<file path="src/rtl/generador_vga_param.sv">
// generador_vga_param: parametrised VGA timing and windowed frame-buffer scan with outputs delayed to match RAM read latency
module generador_vga_param #(
  parameter int          H_ACTIVE   = 640,
  parameter int          H_FP       = 16,
  parameter int          H_SYNC     = 96,
  parameter int          H_BP       = 48,
  parameter int          V_ACTIVE   = 480,
  parameter int          V_FP       = 10,
  parameter int          V_SYNC     = 2,
  parameter int          V_BP       = 33,
  parameter int          IMG_W      = 256,
  parameter int          IMG_H      = 256,
  parameter int          IMG_X0     = 192,
  parameter int          IMG_Y0     = 112,
  parameter int          SCALE_LOG2 = 0,
  parameter int          RD_LAT     = 2,
  parameter int          ADDR_W     = 18,
  parameter logic [23:0] BG_COLOR   = 24'h000000
) (
  input  logic              clock_25,
  input  logic              reset,
  input  logic              enable,
  input  logic [23:0]       data_pixel,
  output logic [ADDR_W-1:0] address,
  output logic              re,
  output logic [7:0]        red,
  output logic [7:0]        green,
  output logic [7:0]        blue,
  output logic              hsync,
  output logic              vsync,
  output logic              n_blank,
  output logic              frame_start
);
  localparam int H_TOTAL = H_ACTIVE + H_FP + H_SYNC + H_BP;
  localparam int V_TOTAL = V_ACTIVE + V_FP + V_SYNC + V_BP;
  localparam int HW = $clog2(H_TOTAL + 1);
  localparam int VW = $clog2(V_TOTAL + 1);
  localparam int WIN_W = IMG_W << SCALE_LOG2;
  localparam int WIN_H = IMG_H << SCALE_LOG2;
  localparam int CW = $clog2(IMG_W + 1);
  localparam logic [HW-1:0] H_LAST = HW'(H_TOTAL - 1);
  localparam logic [HW-1:0] H_ACT  = HW'(H_ACTIVE);
  localparam logic [HW-1:0] HS_BEG = HW'(H_ACTIVE + H_FP);
  localparam logic [HW-1:0] HS_END = HW'(H_ACTIVE + H_FP + H_SYNC);
  localparam logic [HW-1:0] X_BEG  = HW'(IMG_X0);
  localparam logic [HW-1:0] X_END  = HW'(IMG_X0 + WIN_W);
  localparam logic [VW-1:0] V_LAST = VW'(V_TOTAL - 1);
  localparam logic [VW-1:0] V_ACT  = VW'(V_ACTIVE);
  localparam logic [VW-1:0] VS_BEG = VW'(V_ACTIVE + V_FP);
  localparam logic [VW-1:0] VS_END = VW'(V_ACTIVE + V_FP + V_SYNC);
  localparam logic [VW-1:0] Y_BEG  = VW'(IMG_Y0);
  localparam logic [VW-1:0] Y_END  = VW'(IMG_Y0 + WIN_H);
  localparam logic [1:0]    SUB_LAST = 2'((1 << SCALE_LOG2) - 1);
  if (IMG_X0 + WIN_W > H_ACTIVE || IMG_Y0 + WIN_H > V_ACTIVE) begin : g_chk_window
    $error("image window does not fit inside the active area");
  end
  if (longint'(IMG_W) * longint'(IMG_H) > (longint'(1) << ADDR_W)) begin : g_chk_addr
    $error("image does not fit in the RAM address space");
  end
  if (SCALE_LOG2 < 0 || SCALE_LOG2 > 2) begin : g_chk_scale
    $error("SCALE_LOG2 must be 0..2");
  end
  if (RD_LAT < 1) begin : g_chk_lat
    $error("RD_LAT must be at least 1");
  end
  typedef struct packed {
    logic fs;
    logic hs;
    logic vs;
    logic act;
    logic bg;
    logic px;
  } vid_t;
  localparam vid_t VID_RST = '{fs: 1'b0, hs: 1'b1, vs: 1'b1, act: 1'b0, bg: 1'b0, px: 1'b0};
  logic [HW-1:0] h;
  logic [VW-1:0] v;
  logic h_wrap, v_wrap, hx, vy, win, act, scan;
  logic [1:0] hsub, vsub;
  logic [CW-1:0] col;
  logic [ADDR_W-1:0] row_base, addr_c;
  vid_t raw, o;
  vid_t [RD_LAT:0] pipe;
  logic [23:0] rgb_nx;
  always_comb begin
    h_wrap = h == H_LAST;
    v_wrap = v == V_LAST;
    hx     = h >= X_BEG && h < X_END;
    vy     = v >= Y_BEG && v < Y_END;
    win    = hx && vy;
    act    = h < H_ACT && v < V_ACT;
    scan   = win && enable;
    addr_c = row_base + ADDR_W'(col);
    raw    = '{fs: h == '0 && v == '0, hs: !(h >= HS_BEG && h < HS_END), vs: !(v >= VS_BEG && v < VS_END),
               act: act, bg: act && enable, px: scan};
    o      = pipe[RD_LAT];
    rgb_nx = o.px ? data_pixel : o.bg ? BG_COLOR : 24'h0;
  end
  always_ff @(posedge clock_25 or negedge reset)
    if (!reset) begin
      h <= '0;
      v <= '0;
    end else begin
      h <= h_wrap ? '0 : h + 1'b1;
      if (h_wrap) v <= v_wrap ? '0 : v + 1'b1;
    end
  // Column and row base always describe the current counter position; both are
  // zero by the time the scan reaches the window's top-left pixel.
  always_ff @(posedge clock_25 or negedge reset)
    if (!reset) begin
      hsub     <= '0;
      vsub     <= '0;
      col      <= '0;
      row_base <= '0;
    end else begin
      if (!hx) begin
        hsub <= '0;
        col  <= '0;
      end else if (hsub == SUB_LAST) begin
        hsub <= '0;
        col  <= col + 1'b1;
      end else hsub <= hsub + 1'b1;
      if (h_wrap) begin
        if (!vy) begin
          vsub     <= '0;
          row_base <= '0;
        end else if (vsub == SUB_LAST) begin
          vsub     <= '0;
          row_base <= row_base + ADDR_W'(IMG_W);
        end else vsub <= vsub + 1'b1;
      end
    end
  always_ff @(posedge clock_25 or negedge reset)
    if (!reset) begin
      re      <= 1'b0;
      address <= '0;
    end else begin
      re <= scan;
      if (scan) address <= addr_c;
    end
  always_ff @(posedge clock_25 or negedge reset)
    if (!reset) pipe <= {(RD_LAT + 1){VID_RST}};
    else pipe <= {pipe[RD_LAT-1:0], raw};
  always_ff @(posedge clock_25 or negedge reset)
    if (!reset) {hsync, vsync, n_blank, frame_start, red, green, blue} <= {4'b1100, 24'h0};
    else {hsync, vsync, n_blank, frame_start, red, green, blue} <= {o.hs, o.vs, o.act, o.fs, rgb_nx};
endmodule

</file>
<file path="config.mk">
export PLATFORM = sky130hd
export DESIGN_NAME = generador_vga_param
export DESIGN_NICKNAME = d
export VERILOG_FILES = /design/src/rtl/generador_vga_param.sv
export SDC_FILE = /design/constraint.sdc
export NUM_CORES = 1
export LEC_CHECK = 0
export ABC_AREA = 0
export ABC_CLOCK_PERIOD_IN_PS = 3800
export BUFFER_PORTS_ARGS = -buffer_cell sky130_fd_sc_hd__buf_2
export CELL_PAD_IN_SITES_DETAIL_PLACEMENT = 2
export CELL_PAD_IN_SITES_GLOBAL_PLACEMENT = 2
export CORE_MARGIN = 2
export CORE_UTILIZATION = 28
export CTS_CLUSTER_DIAMETER = 150
export DETAILED_ROUTE_END_ITERATION = 7
export GPL_ROUTABILITY_DRIVEN = 0
export PLACE_DENSITY = 0.74
export SLEW_MARGIN = 25
export SYNTH_ARGS = -nofsm -noshare
export SYNTH_HDL_FRONTEND = slang
export SYNTH_SLANG_ARGS = --single-unit
</file>
<file path="constraint.sdc">
create_clock -name clock_25 -period 3.8 [get_ports clock_25]
set_clock_uncertainty 0.1 [all_clocks]
set_input_delay 0.19 -clock clock_25 [delete_from_list [all_inputs] [get_ports clock_25]]
set_output_delay 0.19 -clock clock_25 [all_outputs]
set_load 0.02 [all_outputs]
</file>
==> results of run 1 <==
## state kept, by name, indices dropped and copies added, names as in the netlist
name         flops
pipe            10
red              8
green            8
n_blank          1
blue             8
row_base        10
frame_start      1
hsync            1
v               10
address         18
vsync            1
hsub             2
h               10
col              9
o                5
vsub             2
## through the flow
step / utilization / total power, uW / setup slack, ps / std cells / area [um^2]
6_report: 0.357 / 2090 / 1170 / 715 / 5690
5_1_grt: 0.357 / 2170 / 1010 / 715 / 5690
4_1_cts: 0.357 / 2100 / 1140 / 715 / 5690
3_5_place_dp: 0.324 / 1170 / 1190 / 674 / 5160
3_3_place_gp: 0.324 / 1170 / 1300 / 674 / 5160
2_1_floorplan: - / 1130 / 1760 / 401 / 4580
## power groups by stage
stage / logic, uW / clock network (uW) / registers (uW)
floorplan: 2.10 / 0 / 1130
global placement: 41.1 / 0 / 1130
detailed placement: 42.7 / 0 / 1130
CTS: 63.7 / 930 / 1110
global route: 71.4 / 991 / 1110
finish: 63.8 / 914 / 1110
## layout make-up
| class | count | area (um^2) |
|---|---|---|
| flip-flops and latches | 104 | 2610 |
| multi-input cells | 262 | 1830 |
| clock inverters | 5 | 38.8 |
| repair buffers | 101 | 641 |
| well taps | 216 | 270 |
| inverters | 16 | 60.1 |
| clock buffers | 11 | 243 |
| fillers | 1702 | 10300 |
## cell families (layout without fill, tap and decap cells)
logic type | after synthesis | in the layout | share of synthesized area
and+or+nand+nor | 155 | 155 | 0.193
DFF | 104 | 104 | 0.570
AOI/OAI and AO/OA | 48 | 48 | 0.0710
buffers and inverters | 35 | 133 | 0.0319
xor gates and xnor gates | 29 | 29 | 0.0554
muxes | 17 | 17 | 0.0453
adders and majority gates | 12 | 12 | 0.0328
other | 1 | 1 | 0.000818
## worst reg2reg max path, stage by stage (launching register included)
cell and delay, ps:
dfrtp_1 470, nand3b_1 260, a21o_1 370, nor3_4 870
mux2_2 450
## synthesized netlist by cell type (3+ instances only)
| cell type | instances |
|---|---|
| nand4_1 | 16 |
| nor2_1 | 27 |
| a21oi_1 | 9 |
| clkbuf_1 | 12 |
| a31oi_1 | 3 |
| nor3_1 | 6 |
| buf_2 | 6 |
| and4_1 | 6 |
| nor4_1 | 5 |
| nand3_1 | 21 |
| o21ai_0 | 17 |
| mux2_4 | 5 |
| nand2_1 | 19 |
| dfstp_2 | 8 |
| and3_1 | 9 |
| xnor2_1 | 17 |
| inv_1 | 16 |
| ha_1 | 12 |
| dfrtp_1 | 96 |
| and2_1 | 27 |
| mux2_2 | 10 |
| or4_1 | 4 |
| xor2_1 | 12 |
| a22o_1 | 4 |
## placed cells by master, fill, tap and decap left out, drive strengths merged, types with 3 or more instances in the layout
master	instances
o21ai	17
dlygate4sd3	25
buf	76
a22o	4
nand3	22
nand2	19
and4	6
nor3	7
and3	9
xor2	12
a31oi	3
dfstp	8
clkbuf	11
nand4	17
nor2	27
xnor2	17
and2	27
inv	19
nor4	5
or4	5
a21oi	9
mux2	15
dfrtp	96
ha	12
## worst max-delay path by stage
stage	start	slack, ps	endpoint
2_1_floorplan	v[0]	1760	v[9]
3_3_place_gp	h[8]	1300	address[1]
3_5_place_dp	h[8]	1190	address[2]
4_1_cts	h[8]	1140	address[2]
5_1_grt	h[8]	1010	address[3]
6_report	h[8]	1170	address[3]
## what timing repair did
item / in CTS / in global routing
buffers inserted: 0 / 0
resized for setup: 0 / 0
endpoints found under the hold margin: 49 / 0
hold buffers: 25 / 0
## routing by layer
metal	global-route usage	vias up	part of all wire
met4	0.0477	2	0.013
met3	0.0342	15	0.034
li1	-	1586	-
met2	0.301	66	0.53
met5	0	-	0.00096
met1	0.195	1793	0.42
==> reports/qor.csv, run 1 <==
stage;metric;value;unit
grt;grt_pass1_wl;22.6;mm
power;leakage;0.00265;uW
sta;hold_ws;174;ps
yosys;async_flop_share;1.00;
clock_tree;cts_buffers;9;
clock_tree;clk_pin_slew_worst_paths;80;ps
sta;hold_viol;0;
sta;slew_headroom;0.324;
worst_setup_path;rr_worst_depth;4;
power;swShare;0.230;
detailed_routing;drt_pre_antenna_iters;4;
floorplan;core_area;0.0159;mm^2
power;p_per_area;367;mW/mm^2
yosys;ys_seq_area_frac;0.570;
clock_tree;clockBufferDepth;2;
yosys;synthesis.area;0.00458;mm^2
power;p_int;1610;uW
sta;rsz0062_at_grt;no;
grt;grt_overflow_total;0;
worst_setup_path;cp.arrival;2770;ps
worst_setup_path;critical_path.top_delay_family;simple AND/OR/NAND/NOR gates;
floorplan;initial_core_util;0.288;
clock_tree;cts_sinks;104;
clock_tree;htree_levels;3;
worst_setup_path;r2r_slack;1170;ps
detailed_routing;wl_per_cell;19.0;um
worst_setup_path;cp.required;3940;ps
power;p_sw;480;uW
worst_setup_path;worst-path-stages;4;
detailed_routing;ant_nets;0;
worst_setup_path;slowest_stage;nor3_4;
run;maxCapViolCount;0;
worst_setup_path;cp-start-kind;register;
power;power.share.combinational;0.031;
yosys;synth_edf_count;0;
floorplan;ios;74;
floorplan;die_y;132;um
yosys;ys.flop_type;dfrtp_1;
power;power.share.clock;0.438;
layout;num-nets-final;533;
sta;worst_pin_slew;1010;ps
yosys;yosysWarningCount;0;
worst_setup_path;cpPeakStageDelay;870;ps
grt;grt_pass1_vias;3931;
floorplan;die_w;132;um
detailed_routing;vias_per_cell;4.84;
yosys;synth_cells;401;
clock_tree;clock-root-buffer;clkbuf_16;
detailed_routing;vias;3462;
worst_setup_path;cp_num_buf_inv;0;
sta;finalSetupViolCount;0;
status;outcome;complete, no violations;
floorplan;rows;46;
placed_design;io_buffer_count;73;
sta;drv_slew;0;
sta;fin_crit;2630;ps
floorplan;die_area;0.0174;mm^2
sta;finalSetupTns;0;ps
layout;area_growth;24.1;%
worst_setup_path;path_cells;nand3b_1 > a21o_1 > nor3_4 > mux2_2;
yosys;synth_top_area_share;0.524;
grt;grt_max_degree;49;
yosys;syn_nets;440;
layout;layout-drive-gt1-share;0.242;
yosys;synthTopCellsByArea;dfrtp_1 (52%), dfstp_2 (4.6%), and2_1 (3.7%);
worst_setup_path;rr_endpoint;address[3];
power;vdd_drop_max;196;uV
yosys;synth_top_area_cell;dfrtp_1;
grt;grt_usage;0.165;
yosys;synth.distinct_cells;51;
yosys;ys_seq_elements;104;
sta;fmax;380;MHz
detailed_routing;drc;0;
detailed_routing;drt_wl_total;13.6;mm
detailed_routing;drt-initial-drc-count;137;
worst_setup_path;path_max_fanout;19;
worst_setup_path;crit_type;reg2reg;
grt;antenna_found_initial;1;
sta;fin_crit_sh;0.693;
power;power.share.sequential;0.531;
worst_setup_path;end_kind;register;
yosys;synth_area_per_cell;11.4;um^2
worst_setup_path;r2r-start;h[8];
clock_tree;clk_latency;350;ps
clock_tree;cts_tree;yes;
hold_path;hold_path.class;in2async;
layout;antenna_cells;0;
placed_design;hpwlAfterDp;8.41;mm
Note: power is estimated with default switching activity, not from simulation.
==> run 2, diff against run 1 <==
--- a/config.mk
+++ b/config.mk
@@ -6,7 +6,7 @@
 export NUM_CORES = 1
 export LEC_CHECK = 0
 export ABC_AREA = 0
-export ABC_CLOCK_PERIOD_IN_PS = 3800
+export ABC_CLOCK_PERIOD_IN_PS = 2300
 export BUFFER_PORTS_ARGS = -buffer_cell sky130_fd_sc_hd__buf_2
 export CELL_PAD_IN_SITES_DETAIL_PLACEMENT = 2
 export CELL_PAD_IN_SITES_GLOBAL_PLACEMENT = 2
@@ -15,7 +15,7 @@
 export CTS_CLUSTER_DIAMETER = 150
 export DETAILED_ROUTE_END_ITERATION = 7
 export GPL_ROUTABILITY_DRIVEN = 0
-export PLACE_DENSITY = 0.74
+export PLACE_DENSITY = 0.76
 export SLEW_MARGIN = 25
 export SYNTH_ARGS = -nofsm -noshare
 export SYNTH_HDL_FRONTEND = slang
==> constraint.sdc (replaced) <==
create_clock -name clock_25 -period 2.3 [get_ports clock_25]
set_clock_uncertainty 0.1 [all_clocks]
set_input_delay 0.115 -clock clock_25 [delete_from_list [all_inputs] [get_ports clock_25]]
set_output_delay 0.115 -clock clock_25 [all_outputs]
set_load 0.02 [all_outputs]
==> reports/qor.csv, run 2 (synthesis results as in run 1) <==
stage;metric;value;unit;change
grt;grt_max_degree;38;;-22%
layout;layout-drive-gt1-share;0.258;;+0.0159
sta;finalSetupTns;0;ps;unchanged
sta;fin_crit_sh;0.959;;+0.266
worst_setup_path;critical_path.top_delay_family;simple AND/OR/NAND/NOR gates;;
layout;num-nets-final;541;;+1.5%
floorplan;die_area;0.0174;mm^2;unchanged
worst_setup_path;cp.required;2430;ps;-1510 ps
clock_tree;clock-root-buffer;clkbuf_16;;
layout;final_cell_mix;dfrtp_1 (96), buf_2 (72), and2_1 (27), nor2_1 (26), dlygate4sd3_1 (25);;
sta;finalSetupViolCount;0;;unchanged
worst_setup_path;path_cells;inv_1 > ha_1 > or4b_1 > or4_4 > o221ai_2 > o31ai_1;;
grt;grt_pass1_vias;4043;;+2.8%
floorplan;die_w;132;um;unchanged
clock_tree;clockBufferDepth;2;;unchanged
clock_tree;htree_levels;3;;unchanged
grt;antenna_found_initial;0;;-1
clock_tree;cts_sinks;104;;unchanged
floorplan;rows;46;;unchanged
floorplan;die_y;132;um;unchanged
worst_setup_path;cp.arrival;2340;ps;-430 ps
worst_setup_path;cpPeakStageDelay;550;ps;-320 ps
floorplan;ios;74;;unchanged
layout;largest_register;address;;
clock_tree;cts_tree;yes;;
floorplan;core_area;0.0159;mm^2;unchanged
layout;largest_reg_flops;18;;unchanged
sta;slew_headroom;0.590;;+0.265
clock_tree;clk_pin_slew_worst_paths;80;ps;about the same
grt;grt_overflow_total;0;;unchanged
worst_setup_path;crit_type;reg2reg;;
detailed_routing;drt_pre_antenna_iters;4;;unchanged
power;p_per_area;625;mW/mm^2;+70%
detailed_routing;wl_per_cell;19.3;um;+1.6%
worst_setup_path;rr_worst_depth;6;;+2
floorplan;initial_core_util;0.288;;unchanged
hold_path;hold_path.class;in2async;;
detailed_routing;vias;3529;;+1.9%
power;leakage;0.00272;uW;+2.4%
run;maxCapViolCount;0;;unchanged
detailed_routing;drt_wl_total;14.0;mm;+2.8%
detailed_routing;drc;0;;unchanged
sta;fmax;453;MHz;+19%
worst_setup_path;slowest_stage;or4_4;;
clock_tree;cts_buffers;9;;unchanged
layout;final_common_cell;dfrtp_1;;
worst_setup_path;cp-start-kind;register;;
placed_design;io_buffer_count;73;;unchanged
worst_setup_path;worst-path-stages;6;;+2
worst_setup_path;cp_num_buf_inv;1;;+1
grt;grt_pass1_wl;22.9;mm;+1.3%
worst_setup_path;end_kind;register;;
sta;hold_ws;116;ps;-58.0 ps
sta;worst_pin_slew;607;ps;-403 ps
power;vdd_drop_max;345;uV;+76%
clock_tree;clk_latency;360;ps;about the same
detailed_routing;drt-initial-drc-count;155;;+13%
placed_design;hpwlAfterDp;8.67;mm;+3.0%
detailed_routing;vias_per_cell;4.88;;+0.81%
clock_tree;post_cts_buffers;0;;unchanged
grt;grt_usage;0.168;;+0.00284
layout;area_growth;26.6;%;
detailed_routing;ant_nets;0;;unchanged
sta;fin_crit;2210;ps;-427 ps
worst_setup_path;path_max_fanout;5;;-14
power;power.total;3630;uW;+74%
status;outcome;complete, no violations;;
sta;hold_viol;0;;unchanged
layout;antenna_cells;0;;unchanged
sta;drv_slew;0;;unchanged
sta;rsz0062_at_grt;no;;
run 2: layout make-up:
type                    instances  area (um^2)
clock inverters                 7         95.1
inverters                      16         60.1
repair buffers                109          713
flip-flops and latches        104         2610
fillers                      1696        10100
well taps                     216          270
clock buffers                   9          225
multi-input cells             262         1830
run 2: metal layers:
layer	global-route usage	vias to the layer above	wire (um)
li1	-	1609	-
met1	0.197	1836	5820
met2	0.304	67	7420
met3	0.0354	17	445
met4	0.0556	0	292
met5	0	-	0
run 2: worst paths after layout:
check                        start    endpoint  slack [ps]
setup / recovery              v[0]        v[9]          90
max in group asynchronous    reset  address[9]        1340
setup reg to reg              v[0]        v[9]          90
hold reg to reg            pipe[5]    pipe[11]         250
min in group clock_25       enable     pipe[0]         180
hold / removal               reset      red[5]         120
run 2: power breakdown:
group | internal [uW] | total [uW] | switching, uW
Sequential | 1830 | 1830 | 1.11
Combinational | 52.6 | 110 | 57.7
Clock | 883 | 1690 | 805
run 2: stage by stage:
step	std cells	cell area (um^2)	util	setup slack (ps)
final	723	5800	0.364	94.9
after global routing	723	5800	0.364	14.5
after CTS	723	5800	0.364	80.4
after detailed placement	682	5230	0.328	114
after global placement	682	5230	0.328	190
after floorplan	401	4580	-	263
run 2: timing repair:
| item | CTS | global route |
|---|---|---|
| endpoints found under the setup margin | 0 | 3 |
| hold buffers | 25 | 0 |
| hold endpoints to repair | 124 | 0 |
| gates resized for setup | 0 | 1 |
